--- src/rtl/ntp_timebase.sv ---
// NTP 32.32 timebase with periodic pulse and per-channel timestamp capture.
// Define NTP_FRAC_ACCUM_EN to add the fractional-remainder accumulator (exact 2^32 per 10^6 ticks).
module ntp_timebase #(
  parameter int          CLK_DIV    = 50,
  parameter int unsigned SIG_PERIOD = 800_000_000,
  parameter int          N_CAP      = 2,
  parameter int          INC_INT    = 4294,
  parameter int          INC_REM    = 967296,
  parameter int          INC_MOD    = 1_000_000
) (
  input  logic                 i_clk,
  input  logic                 i_rst,
  input  logic [63:0]          i_ntp_set,
  input  logic                 i_ntp_set_sig,
  output logic [63:0]          o_ntp_get,
  output logic                 o_ntp_sig,
  input  logic [N_CAP-1:0]     i_cap_trig,
  input  logic [N_CAP-1:0]     i_cap_ack,
  output logic [64*N_CAP-1:0]  o_cap_time,
  output logic [N_CAP-1:0]     o_cap_vld,
  output logic [N_CAP-1:0]     o_cap_ovf
);

  localparam logic [7:0]  TICK_LAST = 8'(CLK_DIV - 1);
  localparam logic [31:0] SIG_LAST  = 32'(SIG_PERIOD - 1);

  logic [7:0]  tick_cnt_reg;
  logic [31:0] sig_cnt_reg;
  logic        sig_reg;
  logic [63:0] time_reg;
  logic [63:0] inc;
  logic        tick;

  assign tick = (tick_cnt_reg == TICK_LAST);

`ifdef NTP_FRAC_ACCUM_EN
  logic [19:0] acc_reg;
  logic [19:0] acc_next;
  logic [20:0] acc_sum;
  logic        carry;

  always_comb begin
    acc_sum  = {1'b0, acc_reg} + 21'(INC_REM);
    carry    = (acc_sum >= 21'(INC_MOD));
    acc_next = acc_sum[19:0];
    if (carry) begin
      acc_next = 20'(acc_sum - 21'(INC_MOD));
    end
  end

  assign inc = 64'(INC_INT) + {63'd0, carry};

  // A load restarts the fractional phase along with the tick counter.
  always_ff @(posedge i_clk) begin
    if (i_rst || i_ntp_set_sig) begin
      acc_reg <= '0;
    end else if (tick) begin
      acc_reg <= acc_next;
    end
  end
`else
  assign inc = 64'(INC_INT + 1);
`endif

  always_ff @(posedge i_clk) begin
    if (i_rst) begin
      tick_cnt_reg <= '0;
      sig_cnt_reg  <= '0;
      sig_reg      <= 1'b0;
      time_reg     <= '0;
    end else begin
      // The pulse counter free-runs and ignores time loads.
      sig_cnt_reg <= (sig_cnt_reg == SIG_LAST) ? '0 : sig_cnt_reg + 32'd1;
      sig_reg     <= (sig_cnt_reg == SIG_LAST);
      if (i_ntp_set_sig) begin
        time_reg     <= i_ntp_set;
        tick_cnt_reg <= '0;
      end else begin
        tick_cnt_reg <= tick ? '0 : tick_cnt_reg + 8'd1;
        if (tick) begin
          time_reg <= time_reg + inc;
        end
      end
    end
  end

  assign o_ntp_get = time_reg;
  assign o_ntp_sig = sig_reg;

  genvar gi;
  generate
    for (gi = 0; gi < N_CAP; gi++) begin : g_cap
      logic [63:0] cap_time_reg;
      logic        cap_vld_reg;
      logic        cap_ovf_reg;

      // Trigger wins over ack; overrun only when a held value is lost unacknowledged.
      always_ff @(posedge i_clk) begin
        if (i_rst) begin
          cap_time_reg <= '0;
          cap_vld_reg  <= 1'b0;
          cap_ovf_reg  <= 1'b0;
        end else if (i_cap_trig[gi]) begin
          cap_time_reg <= time_reg;
          cap_vld_reg  <= 1'b1;
          if (cap_vld_reg && !i_cap_ack[gi]) begin
            cap_ovf_reg <= 1'b1;
          end
        end else if (i_cap_ack[gi] && cap_vld_reg) begin
          cap_vld_reg <= 1'b0;
          cap_ovf_reg <= 1'b0;
        end
      end

      assign o_cap_time[64*gi +: 64] = cap_time_reg;
      assign o_cap_vld[gi]           = cap_vld_reg;
      assign o_cap_ovf[gi]           = cap_ovf_reg;
    end
  endgenerate

endmodule
--- config.mk ---
export PLATFORM = sky130hd
export DESIGN_NAME = ntp_timebase
export DESIGN_NICKNAME = d
export VERILOG_FILES = /design/src/rtl/ntp_timebase.sv
export SDC_FILE = /design/constraint.sdc
export NUM_CORES = 1
export LEC_CHECK = 0
export ABC_CLOCK_PERIOD_IN_PS = 5980
export CAP_MARGIN = 40
export CORE_MARGIN = 4
export CORE_UTILIZATION = 35
export DETAILED_ROUTE_END_ITERATION = 8
export PLACE_DENSITY = 0.69
export REMOVE_ABC_BUFFERS = 1
export SLEW_MARGIN = 5
export SYNTH_ARGS = -nofsm -noshare
export SYNTH_HDL_FRONTEND = slang
export SYNTH_SLANG_ARGS = --single-unit
--- constraint.sdc ---
create_clock -name i_clk -period 5.98 [get_ports i_clk]
set_input_delay 0.598 -clock i_clk [delete_from_list [all_inputs] [get_ports i_clk]]
set_output_delay 0.598 -clock i_clk [all_outputs]
set_load 0.005 [all_outputs]
==> run metrics, run 1 <==
drt pass-1 iters=5; global route overflow=0; Ports=between 200 and 300; Critical Path AT=roughly 3.3 ns; # nets final=1404; max FFs per register=128; largest net degree at the start of global routing=84; Pwr Density=around 270 nW/um^2; via count=approximately 8600; Synth Cell Area=between 10000 and 15000 sq um; prevailing post-synth register cell=dfxtp_1; cells taking the most area after synthesis=dfxtp_1 46%, mux2i_1 14%, nor2_1 9.0%, xor2_1 4.8%, xnor2_1 3.1%; status=completed; Clock Latency Late Sink=0.53 ns; Hold Violations, Final=0; critical path's top delay family=simple AND/OR/NAND/NOR gates; Least-Margin Pin Slew=between 0.8 and 0.9 ns; Synth cell types=56; Routed Antenna Nets=0; I/O Buffers=267; post-synth top area share=0.465; GRT Util Overall=0.184; RePlAce Congestion=0.801; Resized Gates After CTS=0; kind of end point of the critical path=register; CP cell instances=ha_1, and4b_1, nand4_1, or4_1, or3_1, a311oi_1; FFs w/ async S/R, synth=0; cells after synthesis=between 1000 and 1500; worst setup path class=register to register; Worst VDD drop=0.000201 V; Antenna diodes=0; minimum clock period=2.86 ns; Yosys top cell by area=dfxtp_1; top sig layer=met5; Clock Sinks=237; Avg Inst Size Synth=9.30 sq um; Area Growth Syn to Fin=37.7%; HP Start=i_rst; EDFF count, synth=0; DR DRC count=0; Worst Path Buf+Inv=0; final setup TNS=0 ns; die width=~180 microns; Hold WC Path Type=input pin to register; Synth Warn #=0; dpl ws=around 3.1 ns; DRT met1 WL=13300 microns; Root Driver=clkbuf_16; dpl hpwl=21600 microns; vias in the first global route=8489; Setup violations, final=0; Slew Viols, Final=0; slowest CP cell=or4_1; Worst EP required=6.42 ns; highest net fanout along the worst path=11; layout cells sized above 1=0.0631; die area=32000 sq um; Max Clock Skew=0.0179 ns; initial antenna violation count=2; Max-Cap Viols=0; clk slew on worst S/H paths=0.06 ns; RSZ-0062 raised after global routing=no; DRT iter0 DRCs=a little under 400; via/cell ratio=~5.0; commonest non-fill, non-tap cell in the layout=clkdlybuf4s50_1; Initial Utilization=0.356; Critical Path Start=tick_cnt_reg[0]$_SDFF_PP0_; clk buf depth=3; CP Launch Type=register; crit share post-route=0.478; core area=28700 sq um; #FFs+latches synth=237; CTS buffer count=26; hold-fix buffers at CTS=0; max incr delay on CP=0.84 ns; TritonCTS clock tree=done; leak pwr=5.43 nW; fmax=350 MHz; WL met2=13900 microns; wire length of the first global-routing pass=47700 microns; max_slew headroom=0.418; die span in y=179 microns; fin util=0.490; Routed WL=30000 microns; # rows=62; Avg WL per Cell=between 15 and 20 microns; total power=3.84 mW; sequential cell area fraction in the yosys report=0.465; worst r2r src=tick_cnt_reg[0]$_SDFF_PP0_; Post-CTS Setup Repair Bufs=0; met3 wire length=2120 microns; commonest cells after routing, fill and taps aside=264 x clkdlybuf4s50_1, 244 x nor2_1, 237 x dfxtp_1; H-tree depth=1; Final Worst Setup Slack=roughly 3.1 ns
[cell usage after synthesis (all sizes together), types with 8 or more instances]
| cell | instances |
|---|---|
| a211oi | 30 |
| a21oi | 13 |
| and3 | 14 |
| and4 | 10 |
| buf | 20 |
| clkbuf | 52 |
| dfxtp | 237 |
| inv | 8 |
| mux2i | 143 |
| nand2 | 55 |
| nand3 | 40 |
| nand4 | 29 |
| nor2 | 244 |
| nor3 | 24 |
| nor4 | 17 |
| o21ai | 12 |
| xnor2 | 36 |
| xor2 | 56 |
[cell type report]
| cell class | instances | area, sq um |
|---|---|---|
| timing repair buffer | 275 | 2730 |
| clock buffer | 39 | 810 |
| multi-input combinational | 780 | 5120 |
| sequential | 237 | 4740 |
| clock inverter | 8 | 131 |
| tap | 384 | 480 |
| fill | 2720 | 14600 |
| inverter | 9 | 36.3 |
[report_power, final]
part	switching [mW]	leakage [nW]	internal [mW]
registers	0.0867	1.94	1.65
clock network	0.651	0.459	1.06
logic	0.167	3.03	0.228
[worst paths after layout]
| kind | to | slack [ns] | depth (start not counted) |
|---|---|---|---|
| worst max-delay path | o_ntp_get[40]$_SDFFE_PP0P_ | 3.12 | 6 |
| worst min-delay path | g_cap[1].cap_time_reg[5]$_SDFFE_PP0P_ | 0.39 | 2 |
| worst max register to register | o_ntp_get[40]$_SDFFE_PP0P_ | 3.12 | 6 |
| worst min register to register | g_cap[0].cap_ovf_reg$_SDFFE_PP0P_ | 0.48 | 2 |
[logic make-up (layout without fill, tap and decap cells)]
kind of cell,after synthesis,count (layout),share of synthesized area
AO/OA/AOI/OAI,73,73,0.0511
XOR/XNOR,92,92,0.0789
adder cells (fa/ha/maj),4,4,0.00490
buffers and inverters,81,331,0.0340
flip-flops,237,237,0.465
multiplexers,143,143,0.140
AND/OR/NAND/NOR,468,468,0.226
[per-stage QoR]
step                      hold slack, ns  cell area, sq um  cells
after floorplan                    0.430              9900   1026
after global placement             0.441             13100   1683
after detailed placement           0.466             13100   1685
after CTS                          0.383             14100   1732
after global routing               0.391             14100   1732
final                              0.388             14100   1732
[metal layers]
metal,track usage,vias up
met4,0.0457,4
met2,0.305,264
met1,0.242,4045
li1,-,4241
met3,0.0441,55
met5,0,-
Power figures use the tool's default switching activity.
==> run 2: changes to the inputs <==
- ABC_CLOCK_PERIOD_IN_PS: 5980 -> 3000
- clock period: 5.98 -> 3 ns (I/O delays scaled with it)
==> run 2 against run 1 <==
Net effect: die area is the same; wire length is 0.73% higher; combinational power up 110%; utilization up 0.43 points.
==> run metrics, run 2 (synthesis gave the netlist of run 1 again) <==
status=completed; Clock Latency Late Sink=0.55 ns; Final Non-Filler Cells=~1700; Resized Gates After CTS=0; Hold Violations, Final=0; H-tree depth=1; Routed Antenna Nets=0; Worst VDD drop=between 0.0003 and 0.0004 V; Max-Cap Viols=0; I/O Buffers=about 270; leak pwr=between 5 and 6 nW; core area=28700 sq um; max FFs per register=around 130; Area Growth Syn to Fin=38.9%; total power=approximately 7.6 mW; post-route cell area=14200 sq um; Int Pwr=5.78 mW; hold-fix buffers at CTS=0; CP Launch Type=register; final setup TNS=0 ns; Pwr Density=~540 nW/um^2; dpl ws=0.448 ns; die area=32000 sq um; critical path's top delay family=simple AND/OR/NAND/NOR gates; placed cell area=13300 sq um; Final Worst Setup Slack=0.387 ns; Root Driver=clkbuf_16; Routed WL=approximately 30000 microns; Critical Path AT=3.07 ns; clock power share=0.439; Initial Utilization=0.356; layout cells sized above 1=0.0712; via count=8661; Hold WC Path Type=input pin to register; Least-Margin Pin Slew=between 0.7 and 0.8 ns; via/cell ratio=4.95; Ports=about 270; dpl hpwl=21600 microns; clk slew on worst S/H paths=roughly 0.06 ns; Post-CTS Setup Repair Bufs=0; DR DRC count=0; wire length of the first global-routing pass=about 48000 microns; Worst EP required=roughly 3.5 ns; Net Switching=1.82 mW; commonest non-fill, non-tap cell in the layout=clkdlybuf4s50_1; Worst Path Buf+Inv=0; global route overflow=0; Setup violations, final=0; # rows=62; Slew Viols, Final=0; logic gate share of total power=0.110; worst setup path class=register to register; minimum clock period=2.61 ns; Clock Sinks=237; kind of end point of the critical path=register; fin util=0.494; dpl cells=roughly 1700; Avg WL per Cell=17.3 microns; Flop pwr share=0.451; commonest cells after routing, fill and taps aside=264 x clkdlybuf4s50_1, 244 x nor2_1, 237 x dfxtp_1; initial antenna violation count=4; crit share post-route=0.871; switching portion of total power=0.239; largest net degree at the start of global routing=around 120; die width=179 microns; Worst Hold Slack=about 0.18 ns; GRT Util Overall=0.185; fmax=around 380 MHz; max_slew headroom=0.527; DRT iter0 DRCs=480; CP cell instances=ha_1, and4b_1, nand2_1, or3_1, nor4_4, xnor2_1, a211oi_2; RePlAce Congestion=0.790; slowest CP cell=or3_1; Max Clock Skew=0.0262 ns; vias in the first global route=8493; # nets final=1421; max incr delay on CP=0.65 ns; highest net fanout along the worst path=10; die span in y=179 microns; drt pass-1 iters=5; CTS buffer count=27; TritonCTS clock tree=done; Fillers=2679; clk buf depth=3; RSZ-0062 raised after global routing=no
-- run 2: cell types whose count changed in the layout (fill, tap and decap cells not counted), sizes merged --
cell      delta
clkinv       +2
clkbuf       -3
buf         +16
inv          +1
diode        +2
clkinvlp     -2
-- run 2: worst reg2reg max path, delay by kind of cell (launching register included) --
kind | cells | cell delay (ns)
xor+xnor | 1 | 0.11
compound gates | 1 | 0.21
flops | 1 | 0.40
fa+ha+maj | 1 | 0.17
simple gates | 4 | 1.63
-- run 2: worst paths after layout --
check,start,end,slack (ns),cells after the start
min reg2reg,sig_cnt_reg[0]$_SDFF_PP0_,sig_cnt_reg[0]$_SDFF_PP0_,0.47,1
max,tick_cnt_reg[0]$_SDFF_PP0_,o_ntp_get[33]$_SDFFE_PP0P_,0.39,7
max reg2reg,tick_cnt_reg[0]$_SDFF_PP0_,o_ntp_get[33]$_SDFFE_PP0P_,0.39,7
min,i_rst,g_cap[0].cap_time_reg[6]$_SDFFE_PP0P_,0.18,2
-- run 2: metal layers --
metal  part of all wire  track usage  wire (microns)  vias to the layer above
li1                   -            -               -                     4271
met1               0.44        0.245           13400                     4090
met2               0.46        0.304           14000                      257
met3              0.079       0.0481            2380                       39
met4              0.016       0.0393             475                        4
met5            0.00089            0              27                        -
-- run 2: cell type report --
cell class / count / area, sq um / share of cell area
multi-input cells: 780 / 5120 / 0.361
flip-flops and latches: 237 / 4740 / 0.335
repair buffers: 291 / 2900 / 0.204
clock buffers: 36 / 759 / 0.0536
well taps: 384 / 480 / 0.0339
clock inverters: 9 / 135 / 0.00953
inverters: 9 / 36.3 / 0.00256
diodes: 2 / 5.00 / 0.000353
-- run 2: power by group through the flow --
stage | clock network (mW) | logic (mW) | registers [mW]
global placement | 0 | 0.836 | 3.49
floorplan | 0 | 0.274 | 3.49
global route | 3.55 | 0.914 | 3.45
detailed placement | 0 | 0.843 | 3.50
CTS | 3.41 | 0.848 | 3.43
finish | 3.33 | 0.838 | 3.43
==> run 3: changes to the inputs <==
- ABC_CLOCK_PERIOD_IN_PS: 3000 -> 2800
- CORE_MARGIN: 4 -> 1.5
- clock period: 3 -> 2.8 ns (I/O delays scaled with it)
==> run 3 against run 2 <==
Net effect: non-clock buffer count up 10; clock power up 6%; first-iteration DRC count up 1.7%; critical path depth unchanged; combinational power up 11%; highest routed layer unchanged; sequential cell count unchanged; clock skew down 0.013 ns; maximum frequency up 2.5%.
==> run metrics, run 3 (synthesis gave the netlist of run 1 again) <==
Worst VDD drop=a little over 0.0004 V; R2R depth=7; minimum clock period=2.55 ns; Fillers=2685; largest net degree at the start of global routing=around 120; commonest non-fill, non-tap cell in the layout=clkdlybuf4s50_1; Resized Gates After CTS=0; Critical Path AT=2.99 ns; status=completed; Routed Antenna Nets=0; Hold Violations, Final=0; final setup TNS=0 ns; Area Growth Syn to Fin=39.5%; FF-to-FF setup slack=0.25 ns; global route overflow=0; crit share post-route=0.910; Avg WL per Cell=16.9 microns; H-tree depth=1; dpl hpwl=21200 microns; Routed WL=29800 microns; r2r endpoint=o_ntp_get[44]$_SDFFE_PP0P_; total power=8.11 mW; Max Clock Skew=between 0.01 and 0.015 ns; core area=28700 sq um; Initial Utilization=0.356; max FFs per register=128; fmax=392 MHz; Setup violations, final=0; Hold WC Path Type=input pin to register; Clock Latency Late Sink=roughly 0.54 ns; worst setup path class=register to register; clk slew on worst S/H paths=0.06 ns; die span in y=174 microns; DRT iter0 DRCs=488; Pwr Density=between 500 and 600 nW/um^2; dpl ws=around 0.25 ns; HP Start=i_cap_trig[1]; drt pass-1 iters=4; via/cell ratio=4.95; RSZ-0062 raised after global routing=no; # nets final=~1400; die area=30200 sq um; RePlAce Congestion=0.805; GRT Util Overall=0.192; highest net fanout along the worst path=10; Least-Margin Pin Slew=0.739 ns; die width=174 microns; Slew Viols, Final=0; Clock Sinks=237; CP cell instances=inv_1, ha_1, nand2b_1, a21oi_4, or4_1, or3_1, a311oi_1; leak pwr=between 5 and 6 nW; DR DRC count=0; wire length of the first global-routing pass=47100 microns; layout cells sized above 1=0.0785; Post-CTS Setup Repair Bufs=0; commonest cells after routing, fill and taps aside=264 x clkdlybuf4s50_1, 244 x nor2_1, 237 x dfxtp_1; vias in the first global route=8491; Worst EP required=3.24 ns; Worst Hold Slack=0.294 ns; Max-Cap Viols=0; initial antenna violation count=2; TritonCTS clock tree=done; CTS buffer count=27; Final Worst Setup Slack=around 0.25 ns; CP Launch Type=register; slowest CP cell=or4_1; via count=between 8000 and 9000; hold path endpoint=g_cap[1].cap_time_reg[5]$_SDFFE_PP0P_; max_slew headroom=0.507; Root Driver=clkbuf_16; # rows=between 60 and 70; hold path depth=3; Ports=268; hold-fix buffers at CTS=1; worst r2r src=o_ntp_get[0]$_SDFFE_PP0P_; clk buf depth=3; max incr delay on CP=~0.74 ns; I/O Buffers=267; kind of end point of the critical path=register
==> run 3: worst max-delay path, delay by kind of cell (launching register included) <==
family | cells | cell delay [ns]
DFF | 1 | 0.40
buffers and inverters | 1 | 0.09
AOI/OAI and AO/OA | 2 | 0.40
adders and majority gates | 1 | 0.22
and+or+nand+nor | 3 | 1.34
==> run 3: how the worst max path moves through the flow <==
stage,end,slack (ns),startpoint
after floorplan,o_ntp_get[52]$_SDFFE_PP0P_,0.30,tick_cnt_reg[0]$_SDFF_PP0_
after global placement,o_ntp_get[40]$_SDFFE_PP0P_,0.35,o_ntp_get[0]$_SDFFE_PP0P_
after detailed placement,o_ntp_get[44]$_SDFFE_PP0P_,0.25,o_ntp_get[0]$_SDFFE_PP0P_
after CTS,o_ntp_get[44]$_SDFFE_PP0P_,0.23,o_ntp_get[0]$_SDFFE_PP0P_
after global routing,o_ntp_get[44]$_SDFFE_PP0P_,0.08,o_ntp_get[0]$_SDFFE_PP0P_
final,o_ntp_get[44]$_SDFFE_PP0P_,0.25,o_ntp_get[0]$_SDFFE_PP0P_
==> run 3: where the power goes <==
| part | switching [mW] | internal (mW) | leakage (nW) |
|---|---|---|---|
| Combinational | 0.408 | 0.520 | 3.18 |
| Clock | 1.41 | 2.11 | 0.444 |
| Sequential | 0.144 | 3.52 | 1.94 |
| Total | 1.96 | 6.15 | 5.56 |
==> run 3: metrics by stage <==
step	cell area, sq um	cells	utilization
2_1_floorplan	9900	1026	-
3_3_place_gp	13300	1710	0.465
3_5_place_dp	13300	1710	0.465
4_1_cts	14200	1760	0.496
5_1_grt	14200	1760	0.496
6_report	14200	1761	0.496
==> run 3: layout make-up <==
cell class	count	area [sq um]	share of cell area
well taps	384	480	0.0337
diodes	1	2.50	0.000176
clock inverters	10	108	0.00755
inverters	9	35.0	0.00246
flip-flops and latches	237	4740	0.333
repair buffers	301	2980	0.209
multi-input cells	780	5120	0.359
clock buffers	39	781	0.0548
==> run 3: per-layer routing <==
metal	GRT usage	vias to the layer above	part of all wire
li1	-	4285	-
met1	0.253	4092	0.46
met2	0.307	271	0.44
met3	0.0450	66	0.069
met4	0.0650	2	0.031
met5	0	-	0.00044
